[config.mk]
export PLATFORM = sky130hd
export DESIGN_NAME = bidir_width_conv
export DESIGN_NICKNAME = d
export VERILOG_FILES = /design/src/rtl/bidir_width_conv.sv
export SDC_FILE = /design/constraint.sdc
export NUM_CORES = 2
export LEC_CHECK = 0
export CORE_AREA = 2 2 404 406
export DETAILED_ROUTE_END_ITERATION = 12
export DIE_AREA = 0 0 406 408
export PLACE_DENSITY_LB_ADDON = 0.3
export SETUP_SLACK_MARGIN = 0.02
export SYNTH_ARGS = -nofsm -noshare
export SYNTH_HDL_FRONTEND = slang
export SYNTH_SLANG_ARGS = --single-unit
[constraint.sdc]
create_clock -name clk -period 62.9 [get_ports clk]
set_input_delay 9.435 -clock clk [delete_from_list [all_inputs] [get_ports clk]]
set_output_delay 9.435 -clock clk [all_outputs]
set_load 0.05 [all_outputs]
[src/rtl/bidir_width_conv.sv]
// Bidirectional wide<->narrow width converter: unpacks RATIO-word beats into a
// narrow stream (mode 0) or packs a narrow stream into wide beats (mode 1).
module bidir_width_conv #(
  parameter int NW        = 64,
  parameter int RATIO     = 7,
  parameter int CNT_W     = 3,
  parameter int MSB_FIRST = 1
) (
  input  logic                clk,
  input  logic                rst,
  input  logic                mode,
  output logic                busy,
  input  logic [NW*RATIO-1:0] s_wide_data,
  input  logic [CNT_W-1:0]    s_wide_cnt,
  input  logic                s_wide_valid,
  output logic                s_wide_ready,
  output logic [NW-1:0]       m_nar_data,
  output logic                m_nar_valid,
  output logic                m_nar_last,
  input  logic                m_nar_ready,
  input  logic [NW-1:0]       s_nar_data,
  input  logic                s_nar_valid,
  input  logic                s_nar_last,
  output logic                s_nar_ready,
  output logic [NW*RATIO-1:0] m_wide_data,
  output logic [CNT_W-1:0]    m_wide_cnt,
  output logic                m_wide_valid,
  input  logic                m_wide_ready
);

  localparam int WW = NW * RATIO;
  localparam logic [CNT_W-1:0] CNT_FULL = CNT_W'(RATIO);
  localparam logic [CNT_W-1:0] CNT_LAST = CNT_W'(RATIO - 1);
  localparam logic [CNT_W-1:0] CNT_ONE  = CNT_W'(1);

  // Bit offset of word slot k inside a wide beat.
  function automatic int slot_lo(input int k);
    return (MSB_FIRST != 0) ? WW - (k + 1) * NW : k * NW;
  endfunction

  logic             mode_q;
  logic             held;
  logic [WW-1:0]    hold_reg;
  logic [CNT_W-1:0] rd_idx;
  logic [CNT_W-1:0] n_q;
  logic [WW-1:0]    acc;
  logic [CNT_W-1:0] wr_cnt;

  // Valid/ready: a word or beat moves on a clk edge where valid && ready are
  // both high; valid never looks at ready, and data/cnt/last stay put while
  // valid is high and ready is low.
  logic             wide_fire;
  logic             nar_fire;
  logic             nar_in_fire;
  logic             closing;
  logic             out_stall;
  logic [CNT_W-1:0] wide_n;
  logic [NW-1:0]    sel_word;
  logic [WW-1:0]    pack_beat;

  assign busy = held || (wr_cnt != '0) || m_wide_valid;

  // Unpack side
  always_comb begin
    sel_word = '0;
    for (int k = 0; k < RATIO; k++)
      if (rd_idx == CNT_W'(k)) sel_word = hold_reg[slot_lo(k) +: NW];
  end

  assign m_nar_valid  = !mode_q && held;
  assign m_nar_data   = m_nar_valid ? sel_word : '0;
  assign m_nar_last   = m_nar_valid && (rd_idx == n_q - CNT_ONE);
  assign nar_fire     = m_nar_valid && m_nar_ready;
  assign s_wide_ready = !mode_q && (!held || (nar_fire && m_nar_last));
  assign wide_fire    = s_wide_valid && s_wide_ready;
  assign wide_n       = (s_wide_cnt == '0 || s_wide_cnt > CNT_FULL) ? CNT_FULL : s_wide_cnt;

  // Pack side: slot 0 starts from a cleared beat so unused slots read as zero.
  always_comb begin
    pack_beat = (wr_cnt == '0) ? '0 : acc;
    for (int k = 0; k < RATIO; k++)
      if (wr_cnt == CNT_W'(k)) pack_beat[slot_lo(k) +: NW] = s_nar_data;
  end

  assign closing     = (wr_cnt == CNT_LAST) || s_nar_last;
  assign out_stall   = m_wide_valid && !m_wide_ready;
  assign s_nar_ready = mode_q && (!out_stall || !closing);
  assign nar_in_fire = s_nar_valid && s_nar_ready;

  always_ff @(posedge clk or posedge rst) begin
    if (rst) begin
      mode_q       <= 1'b0;
      held         <= 1'b0;
      hold_reg     <= '0;
      rd_idx       <= '0;
      n_q          <= '0;
      acc          <= '0;
      wr_cnt       <= '0;
      m_wide_data  <= '0;
      m_wide_cnt   <= '0;
      m_wide_valid <= 1'b0;
    end else begin
      // A transfer on this edge makes the block busy, so mode must not move with it.
      if (!busy && !wide_fire && !nar_in_fire) mode_q <= mode;

      if (wide_fire) begin
        hold_reg <= s_wide_data;
        n_q      <= wide_n;
        rd_idx   <= '0;
        held     <= 1'b1;
      end else if (nar_fire) begin
        if (m_nar_last) held <= 1'b0;
        else            rd_idx <= rd_idx + CNT_ONE;
      end

      if (nar_in_fire) begin
        acc <= pack_beat;
        if (closing) begin
          m_wide_data  <= pack_beat;
          m_wide_cnt   <= wr_cnt + CNT_ONE;
          m_wide_valid <= 1'b1;
          wr_cnt       <= '0;
        end else begin
          wr_cnt <= wr_cnt + CNT_ONE;
        end
      end

      if (m_wide_valid && m_wide_ready && !(nar_in_fire && closing))
        m_wide_valid <= 1'b0;
    end
  end

endmodule

==> out/metrics.yaml <==
cts_tree: "done"
hold_class: "reg -> reg"
grt_start_max_net_pins: 189
post_cts_buffers: 0
endpoint_kind: "output port"
pin_count: 1044
drt-wirelength-per-cell_microns: 27.6
period_share_pct: 34.1
drt_iter0_drc: 4265
worst_ep_arrival_time_ps: 12040
wl_mm: 231
drt-pass1-iter-count: 6
fin_ws_ps: 41430
synth_edf_count: 0
start_util_pct: 37.6
ys_warn_count: 0
clkSinkCount: 1359
final_nets: 6535
grt_pass1_vias: 45247
slew_violations: 0
grt_pass1_wl_mm: 333
std_cell_rows: 148
post-place-ws_ps: 41260
cts_hold_buf: 0
relSlewSlack_pct: 24.4
rsz0062_at_grt: "no"
crit_family: "buffers and inverters"
finClkSkew_ps: 51.7
crit_chain: "clkdlybuf4s50_1 -> nand2_1 -> a21oi_1 -> buf_4 -> clkdlybuf4s50_1"
yosysSeqAreaShare_pct: 56.0
antenna_left: 0
async_flop_share_pct: 100
place_congestion: 0.934
worstPathBufferInverterCount: 3
hold_start: "acc[130]"
postSynthCellCount: 5237
outcome: "finished clean"
p_leak_uw: 0.0355
avgViaCountPerCell: 5.50
cp_slowest_stage_delay_ps: 810
chipWidth_microns: 406
synth_ff_type: "dfrtp_1"
cts_made_buffers: 154
synth_area_sq_mm: 0.0607
tightestPinTransition_ps: 1130
path_class: "in -> out"
finalSetupTns_ps: 0
layout-drive-gt1-share_pct: 14.3
reg2reg_from: "wr_cnt[0]"
peakVddDrop_v: 0.0000574
power_density_mw_per_mm2: 57.0
ys_ff_latch: 1359
cts.clk_slew.worst_paths_ps: 60
whs_path_depth: 2
drv_cap: 0
areaGrowthSynthToFinish_pct: 28.2
cts_resized: 0
syn_avg_cell_area_sq_um: 11.6
required_ps: 53470
synth_cell_type_count: 41
setup_violations: 0
nFillCells: 14423
finalHoldViolations: 0
die_h_microns: 408
syn_nets: 5771
grt.total_usage_pct: 27.4
whs_endpoint: "acc[130]"
drc: 0
clockBufferDepth: 3
vias: 46049
port_buffers: 1043
core_area_sq_mm: 0.162
worstRegToRegCells: 11
start_kind: "input port"
cpMaxStageDelayCell: "a21oi_1"
cts_max_level: 4
fin_crit_ps: 21470
cpMostUsedCell: "clkdlybuf4s50_1"
overflow: 0
r2r_slack_ps: 56060
cts-root-buf: "clkbuf_16"
clock.fmax_mhz: 46.6
regToRegEndpoint: "m_wide_data[381]"
cp_max_fo: 3
dieArea_sq_mm: 0.166
hpwlAfterDp_mm: 153
antenna_found_initial: 96
clk_latency_ps: 800
## worst register-to-register path, stage by stage (launching register included)
cell and delay (ps):
dfrtp_1 410, inv_1 130, ha_1 310, and2_1 300, o211ai_1 220, buf_4 690, buf_4 980, buf_4 930
buf_4 800, buf_4 680, buf_4 870, o21ai_0 360
## per-layer routing
layer	share of wire (%)	up-vias	GRT usage [%]
met5	0.097	-	0
met4	5.4	30	15.7
met3	8.5	464	8.12
met2	45	1807	40.4
met1	41	23550	35.7
li1	-	20198	-
## cells in the mapped netlist (2+ instances only)
cell type	instances	share of area (%)
or4_1	2	0.025
inv_1	140	0.87
o21a_1	2	0.025
o22ai_1	64	0.66
a221oi_1	64	0.92
mux2_4	433	11
nand3_1	2	0.016
nand2b_1	3	0.031
mux2i_1	195	3.2
a22oi_1	128	1.6
a22o_1	321	4.6
o21ai_1	5	0.041
a31oi_1	128	1.3
nor3b_1	64	0.79
o211ai_1	2	0.025
nor2_1	9	0.056
o31ai_1	128	1.6
clkbuf_1	408	2.5
dfrtp_1	1359	56
buf_2	24	0.20
mux2_2	82	1.5
and2_1	9	0.093
nor2b_1	67	0.69
buf_6	49	0.91
nand3b_1	65	0.80
ha_1	11	0.23
a21oi_1	194	1.6
xnor2_1	3	0.043
nand2_1	779	4.8
buf_1	35	0.22
o21ai_0	452	3.7
## area by class of cell
cell class / count / area (sq um) / area share (%)
clock buffers: 221 / 4500 / 5.77
well taps: 2175 / 2720 / 3.49
repair buffers: 1124 / 11100 / 14.3
clock inverters: 53 / 763 / 0.980
multi-input cells: 3222 / 24100 / 30.9
inverters: 140 / 533 / 0.684
diodes: 74 / 185 / 0.238
flip-flops and latches: 1359 / 34000 / 43.7
## how the worst max path moves through the flow
stage | from | endpoint | slack, ps | cells after the start
floorplan | rst | acc[0] | 15150 | 1
global route | m_nar_ready | s_wide_ready | 41130 | 5
detailed placement | m_nar_ready | s_wide_ready | 41260 | 5
finish | m_nar_ready | s_wide_ready | 41430 | 5
CTS | m_nar_ready | s_wide_ready | 41250 | 5
global placement | m_nar_ready | s_wide_ready | 41270 | 5
## power breakdown
| group | internal (uW) | leakage [uW] | switching (uW) |
|---|---|---|---|
| clock network | 536 | 0.00258 | 394 |
| logic | 799 | 0.0153 | 1260 |
| registers | 1220 | 0.0176 | 234 |
| total | 2550 | 0.0355 | 1890 |
## through the flow
step                      cell area, sq um  total power, uW  std cells  util (%)  hold slack [ps]
after floorplan                      60700             2800       5237         -              442
after global placement               72400             3480       8020      44.8              453
after detailed placement             72400             3500       8020      44.8              462
after CTS                            77700             4450       8294      48.1              475
after global routing                 77900             4640       8358      48.2              494
final                                77900             4440       8368      48.2              469
## layout by cell type (no fill, tap or decap), drive strengths merged, types with 2 or more instances in the layout
master / n
a21oi: 194
a221oi: 64
a22o: 321
a22oi: 128
a31oi: 128
and2: 9
buf: 81
bufinv: 8
clkbuf: 221
clkdlybuf4s50: 1043
clkinv: 37
clkinvlp: 2
dfrtp: 1359
diode: 74
ha: 11
inv: 146
mux2: 515
mux2i: 195
nand2: 779
nand2b: 3
nand3: 2
nand3b: 65
nor2: 10
nor2b: 67
nor3b: 64
o211ai: 2
o21a: 2
o21ai: 457
o22ai: 64
o31ai: 128
or4: 2
xnor2: 3
## cells by family (layout without fill, tap and decap cells)
group,after synthesis,in the layout,synth area share [%]
adder cells (fa/ha/maj),11,11,0.227
AND/OR/NAND/NOR,1004,1004,7.36
buffers and inverters,656,1538,4.71
AO/OA/AOI/OAI,1493,1493,16.2
multiplexers,710,710,15.4
other,0,74,0
XOR/XNOR,4,4,0.0824
flip-flops,1359,1359,56.0
No activity file was read; power rests on OpenSTA's default activity.
